`src/rtl/sha256_compress_if.sv`:
```
// sha256_compress_if: command/result bundle between the hash controller and the compression engine
interface sha256_compress_if;
    logic         start;
    logic         init_message;
    logic         init_iv;
    logic [511:0] data_in;
    logic [255:0] data_out;
    logic         data_out_valid;
    logic         done;
    logic         busy;
    modport master (output start, init_message, init_iv, data_in,
                    input  data_out, data_out_valid, done, busy);
    modport slave  (input  start, init_message, init_iv, data_in,
                    output data_out, data_out_valid, done, busy);
endinterface

```
`src/rtl/sha256_compress.sv`:
```
// sha256_compress: iterative one-round-per-clock SHA-256 block compression with internal chaining
module sha256_compress (
    input logic              clk,
    input logic              reset,
    sha256_compress_if.slave bus
);
    typedef enum logic [1:0] {IDLE, ROUND, FINAL} state_t;
    localparam logic [0:7][31:0] IV = {
        32'h6a09e667, 32'hbb67ae85, 32'h3c6ef372, 32'ha54ff53a,
        32'h510e527f, 32'h9b05688c, 32'h1f83d9ab, 32'h5be0cd19};
    localparam logic [0:63][31:0] K = {
        32'h428a2f98, 32'h71374491, 32'hb5c0fbcf, 32'he9b5dba5, 32'h3956c25b, 32'h59f111f1, 32'h923f82a4, 32'hab1c5ed5,
        32'hd807aa98, 32'h12835b01, 32'h243185be, 32'h550c7dc3, 32'h72be5d74, 32'h80deb1fe, 32'h9bdc06a7, 32'hc19bf174,
        32'he49b69c1, 32'hefbe4786, 32'h0fc19dc6, 32'h240ca1cc, 32'h2de92c6f, 32'h4a7484aa, 32'h5cb0a9dc, 32'h76f988da,
        32'h983e5152, 32'ha831c66d, 32'hb00327c8, 32'hbf597fc7, 32'hc6e00bf3, 32'hd5a79147, 32'h06ca6351, 32'h14292967,
        32'h27b70a85, 32'h2e1b2138, 32'h4d2c6dfc, 32'h53380d13, 32'h650a7354, 32'h766a0abb, 32'h81c2c92e, 32'h92722c85,
        32'ha2bfe8a1, 32'ha81a664b, 32'hc24b8b70, 32'hc76c51a3, 32'hd192e819, 32'hd6990624, 32'hf40e3585, 32'h106aa070,
        32'h19a4c116, 32'h1e376c08, 32'h2748774c, 32'h34b0bcb5, 32'h391c0cb3, 32'h4ed8aa4a, 32'h5b9cca4f, 32'h682e6ff3,
        32'h748f82ee, 32'h78a5636f, 32'h84c87814, 32'h8cc70208, 32'h90befffa, 32'ha4506ceb, 32'hbef9a3f7, 32'hc67178f2};
    state_t            r_state;
    logic [511:0]      r_msg;
    logic [0:15][31:0] r_w;
    logic [0:7][31:0]  r_h;
    logic [0:7][31:0]  r_v;
    logic [5:0]        r_t;
    logic              r_use_iv;
    logic              r_done;
    logic              r_valid;
    logic              r_busy;
    logic [0:7][31:0]  w_sum;
    logic [511:0]      w_blk;
    logic [31:0]       w_t1;
    logic [31:0]       w_t2;
    logic [31:0]       w_wnew;

    function automatic logic [31:0] rotr(input logic [31:0] x, input int n);
        return (x >> n) | (x << (32 - n));
    endfunction

    always_comb begin
        w_t1 = r_v[7] + (rotr(r_v[4], 6) ^ rotr(r_v[4], 11) ^ rotr(r_v[4], 25))
             + ((r_v[4] & r_v[5]) ^ (~r_v[4] & r_v[6])) + K[r_t] + r_w[0];
        w_t2 = (rotr(r_v[0], 2) ^ rotr(r_v[0], 13) ^ rotr(r_v[0], 22))
             + ((r_v[0] & r_v[1]) ^ (r_v[0] & r_v[2]) ^ (r_v[1] & r_v[2]));
        w_wnew = (rotr(r_w[14], 17) ^ rotr(r_w[14], 19) ^ (r_w[14] >> 10)) + r_w[9]
               + (rotr(r_w[1], 7) ^ rotr(r_w[1], 18) ^ (r_w[1] >> 3)) + r_w[0];
        w_blk = bus.init_message ? bus.data_in : r_msg;
        w_sum = '0;
        // IV feed-forward comes from the constant so H keeps the previous digest visible
        for (int i = 0; i < 8; i++)
            w_sum[i] = (r_use_iv ? IV[i] : r_h[i]) + r_v[i];
    end

    always_ff @(posedge clk or negedge reset) begin
        if (!reset) begin
            r_state  <= IDLE;
            r_msg    <= '0;
            r_w      <= '0;
            r_h      <= '0;
            r_v      <= '0;
            r_t      <= '0;
            r_use_iv <= 1'b0;
            r_done   <= 1'b0;
            r_valid  <= 1'b0;
            r_busy   <= 1'b0;
        end else begin
            r_done <= 1'b0;
            case (r_state)
                IDLE: begin
                    if (bus.init_message)
                        r_msg <= bus.data_in;
                    if (bus.start) begin
                        r_w      <= w_blk;
                        r_v      <= bus.init_iv ? IV : r_h;
                        r_use_iv <= bus.init_iv;
                        r_t      <= '0;
                        r_busy   <= 1'b1;
                        r_valid  <= 1'b0;
                        r_state  <= ROUND;
                    end
                end
                ROUND: begin
                    r_v <= {w_t1 + w_t2, r_v[0], r_v[1], r_v[2], r_v[3] + w_t1, r_v[4], r_v[5], r_v[6]};
                    r_w <= {r_w[1:15], w_wnew};
                    r_t <= r_t + 6'd1;
                    if (r_t == 6'd63)
                        r_state <= FINAL;
                end
                FINAL: begin
                    r_h     <= w_sum;
                    r_done  <= 1'b1;
                    r_valid <= 1'b1;
                    r_busy  <= 1'b0;
                    r_state <= IDLE;
                end
                default: r_state <= IDLE;
            endcase
        end
    end

    assign bus.data_out       = r_h;
    assign bus.data_out_valid = r_valid;
    assign bus.done           = r_done;
    assign bus.busy           = r_busy;
endmodule

```
`src/flat_wrapper.sv`:
```
// flat-port wrapper written by rule: the top's interface ports become plain ports
module sha256_compress_flat 
  (clk, reset, bus_start, bus_init_message, bus_init_iv, bus_data_in, bus_data_out, bus_data_out_valid, bus_done, bus_busy);
  sha256_compress_if bus_i ();
  input logic clk;
  input logic reset;
  input wire logic [$bits(bus_i.start)-1:0] bus_start;
  input wire logic [$bits(bus_i.init_message)-1:0] bus_init_message;
  input wire logic [$bits(bus_i.init_iv)-1:0] bus_init_iv;
  input wire logic [$bits(bus_i.data_in)-1:0] bus_data_in;
  output wire logic [$bits(bus_i.data_out)-1:0] bus_data_out;
  output wire logic [$bits(bus_i.data_out_valid)-1:0] bus_data_out_valid;
  output wire logic [$bits(bus_i.done)-1:0] bus_done;
  output wire logic [$bits(bus_i.busy)-1:0] bus_busy;
  assign bus_i.start = bus_start;
  assign bus_i.init_message = bus_init_message;
  assign bus_i.init_iv = bus_init_iv;
  assign bus_i.data_in = bus_data_in;
  assign bus_data_out = bus_i.data_out;
  assign bus_data_out_valid = bus_i.data_out_valid;
  assign bus_done = bus_i.done;
  assign bus_busy = bus_i.busy;
  sha256_compress u_core (.clk(clk), .reset(reset), .bus(bus_i));
endmodule
```
`config.mk`:
```
export PLATFORM = sky130hd
export DESIGN_NAME = sha256_compress_flat
export DESIGN_NICKNAME = d
export VERILOG_FILES = /design/src/rtl/sha256_compress_if.sv /design/src/rtl/sha256_compress.sv /design/src/flat_wrapper.sv
export SDC_FILE = /design/constraint.sdc
export NUM_CORES = 2
export LEC_CHECK = 0
export ABC_AREA = 1
export BUFFER_PORTS_ARGS = -buffer_cell sky130_fd_sc_hd__buf_2
export CAP_MARGIN = 0
export CORE_UTILIZATION = 62
export CTS_BUF_LIST = sky130_fd_sc_hd__clkbuf_16
export CTS_CLUSTER_SIZE = 8
export DETAILED_ROUTE_END_ITERATION = 8
export PLACE_DENSITY = 0.82
export SYNTH_ARGS = -nofsm -noshare
export SYNTH_HDL_FRONTEND = slang
export SYNTH_SLANG_ARGS = --single-unit
```
`constraint.sdc`:
```
create_clock -name clk -period 9.8 [get_ports clk]
set_input_delay 1.47 -clock clk [delete_from_list [all_inputs] [get_ports clk]]
set_output_delay 1.47 -clock clk [all_outputs]
set_load 0.1 [all_outputs]
```
==> qor.csv <==
metric,value,unit
status,"complete, but fails checks",
violations,design-rule violations,
totalWireLength,416100,µm
cap_violations,0,
syn_area,0.1018,mm²
synth.distinct_cells,64,
fin_crit,8456,ps
fin_cells,15730,
yosys_warnings,0,
fin_setup_tns,0,ps
hold_violations,0,
place_congestion,1.121,
maxSlewHeadroom,0.1086,
cts_hold_buffers,0,
critPathRequiredTime,10600,ps
first_iter_violations,16670,
numCtsBuffers,214,
cts_tree,built,
worst_pin_slew,1323,ps
gr-total-overflow,0,
cts.htree.levels,4,
hp-start,u_core.bus.data_out_valid,
rr_startpoint,u_core.r_t[3],
grt.total_usage,0.4911,
area_growth,10.12,%
vias_per_cell,6.517,
clk_latency,910,ps
fin_crit_sh,0.8629,
hp-class,reg2reg,
syn_avg_cell_area,7.727,µm²
io_buffers,775,
drtAntennaViolNets,0,
critPathMaxStageDelay,630,ps
dr.pass1.iters,9,
antenna_found_initial,34,
clk_pin_slew,50,ps
cts_resized,0,
cts_sinks,1548,
post_cts_buffers,0,
synth-seq-area-share,0.3805,
crit_type,reg2reg,
arrival,9250,ps
postSynthCellCount,13176,
slowest_stage,dfrtp_2,
vias,102514,
finClkSkew,87.86,ps
start_kind,register,
worstPathMaxFanout,32,
dp_hpwl,303800,µm
rows,148,
die_area,0.1658,mm²
cts_max_path_buffers,3,
root_buffer,clkbuf_16,
grt_max_degree,278,
initial_core_util,0.6248,
grt_first_pass_wirelength,616900,µm
fp.dieH,407.2,µm
wl_per_cell,26.45,µm
fmax,118.3,MHz
synth_nets,14282,
synthArstFlopShare,1.000,
timing.hold.ws,478.6,ps
end_kind,register,
synth-main-ff-cell,dfrtp_1,
drcViolationCount,10,
dpl.cell_count,15470,
io_pins,776,
drive_gt1_frac,0.09818,
synth_edf_count,0,
rsz0062_at_grt,no,
nets,14617,
setup-violations-final,0,
maxSlewViolCount,0,
grt_pass1_vias,98762,
synth-seq-cells,1548,
die_w,407.2,µm
placeableCoreArea,0.1630,mm²
critPathLaunch,u_core.r_t[3],
## cells in the mapped netlist (96+ instances only)
master	n	area (µm²)
nand2_1	2661	9988
buf_2	256	1281
ha_1	394	4930
a31oi_1	103	644.4
clkbuf_1	465	1745
nor3_1	97	485.5
o21ai_0	1959	9804
fa_1	195	3904
or2_2	152	950.9
dfrtp_1	1548	38740
o211ai_1	96	720.7
mux2i_1	495	4955
o21bai_1	97	728.2
xor2_1	208	1822
inv_1	1259	4726
a21oi_1	928	4644
nor2_1	1158	4347
nand3_1	397	1987
xnor2_1	186	1629
## path summary, 6_finish.rpt
kind                                              to  cells after the start  slack [ps]
setup / recovery                     u_core.r_v[253]                     32        1340
hold / removal             u_core.bus.data_out_valid                      2         480
setup reg to reg                     u_core.r_v[253]                     32        1340
hold reg to reg            u_core.bus.data_out_valid                      2         480
max in group asynchronous             u_core.r_v[79]                      3        6840
min in group asynchronous          u_core.r_msg[395]                      1         630
## placed cells by master, fill, tap and decap left out, drive strengths merged, types with 103 or more instances in the layout
cell / netlist / layout
o21ai: 2020 / 2020
nand3: 398 / 398
mux2i: 495 / 495
nor2: 1161 / 1161
or2: 168 / 168
buf: 298 / 882
fa: 195 / 195
dfrtp: 1548 / 1548
o21bai: 105 / 105
clkbuf: 465 / 214
inv: 1266 / 1274
ha: 394 / 394
a21oi: 940 / 940
xnor2: 186 / 186
nand2: 2664 / 2664
a31oi: 103 / 103
xor2: 208 / 208
## layer usage
layer  vias up  wire length (µm)  GRT usage
met5         -               217          0
met4        34             32750     0.3112
met3      1877             57370     0.1515
met2      7930            174100     0.7113
met1     48535            151700     0.6399
li1      44138                 -          -
## stage by stage
stage	setup WS [ps]	area, µm²	util
after floorplan	2737	101800	-
after global placement	1532	106200	0.6517
after detailed placement	1541	106200	0.6517
after CTS	1571	112100	0.6877
after global routing	901.4	112100	0.6879
final	1344	112100	0.6880
## layout make-up
class | count | area (µm²)
inverter | 1267 | 4786
tap | 2175 | 2721
fill | 12568 | 50840
timing repair buffer | 882 | 4885
clock inverter | 28 | 510.5
sequential | 1548 | 38740
antenna | 18 | 45.04
clock buffer | 214 | 5355
multi-input combinational | 9598 | 55070
## flip-flops by register name (all words and copies together) (netlist names)
name	flops
u_core.r_t	6
u_core.bus.busy	1
u_core.r_use_iv	1
u_core.bus.data_out_valid	1
u_core.bus.done	1
u_core.r_v	256
u_core.r_state	2
u_core.r_w	512
u_core.bus.data_out	256
u_core.r_msg	512
## critical path, delay by kind of cell, from the launching register on
| family | cells | cell delay, ps |
|---|---|---|
| and+or+nand+nor | 6 | 680 |
| xor gates and xnor gates | 1 | 580 |
| AOI/OAI and AO/OA | 12 | 2650 |
| adders and majority gates | 6 | 2730 |
| DFF | 1 | 630 |
| buffers and inverters | 7 | 1130 |
## cells by family (layout without fill, tap and decap cells)
| group | count (synthesis) | after routing | share of synthesized area |
|---|---|---|---|
| xor+xnor | 394 | 394 | 0.03389 |
| compound gates | 3527 | 3527 | 0.1885 |
| flops | 1548 | 1548 | 0.3805 |
| other cells | 0 | 18 | 0 |
| buf+inv | 2030 | 2391 | 0.07869 |
| simple gates | 4593 | 4593 | 0.1830 |
| mux | 495 | 495 | 0.04867 |
| fa+ha+maj | 589 | 589 | 0.08676 |
Power is not shown: default switching activity piles up to over one toggle a cycle in this logic, so the estimate is an artifact.
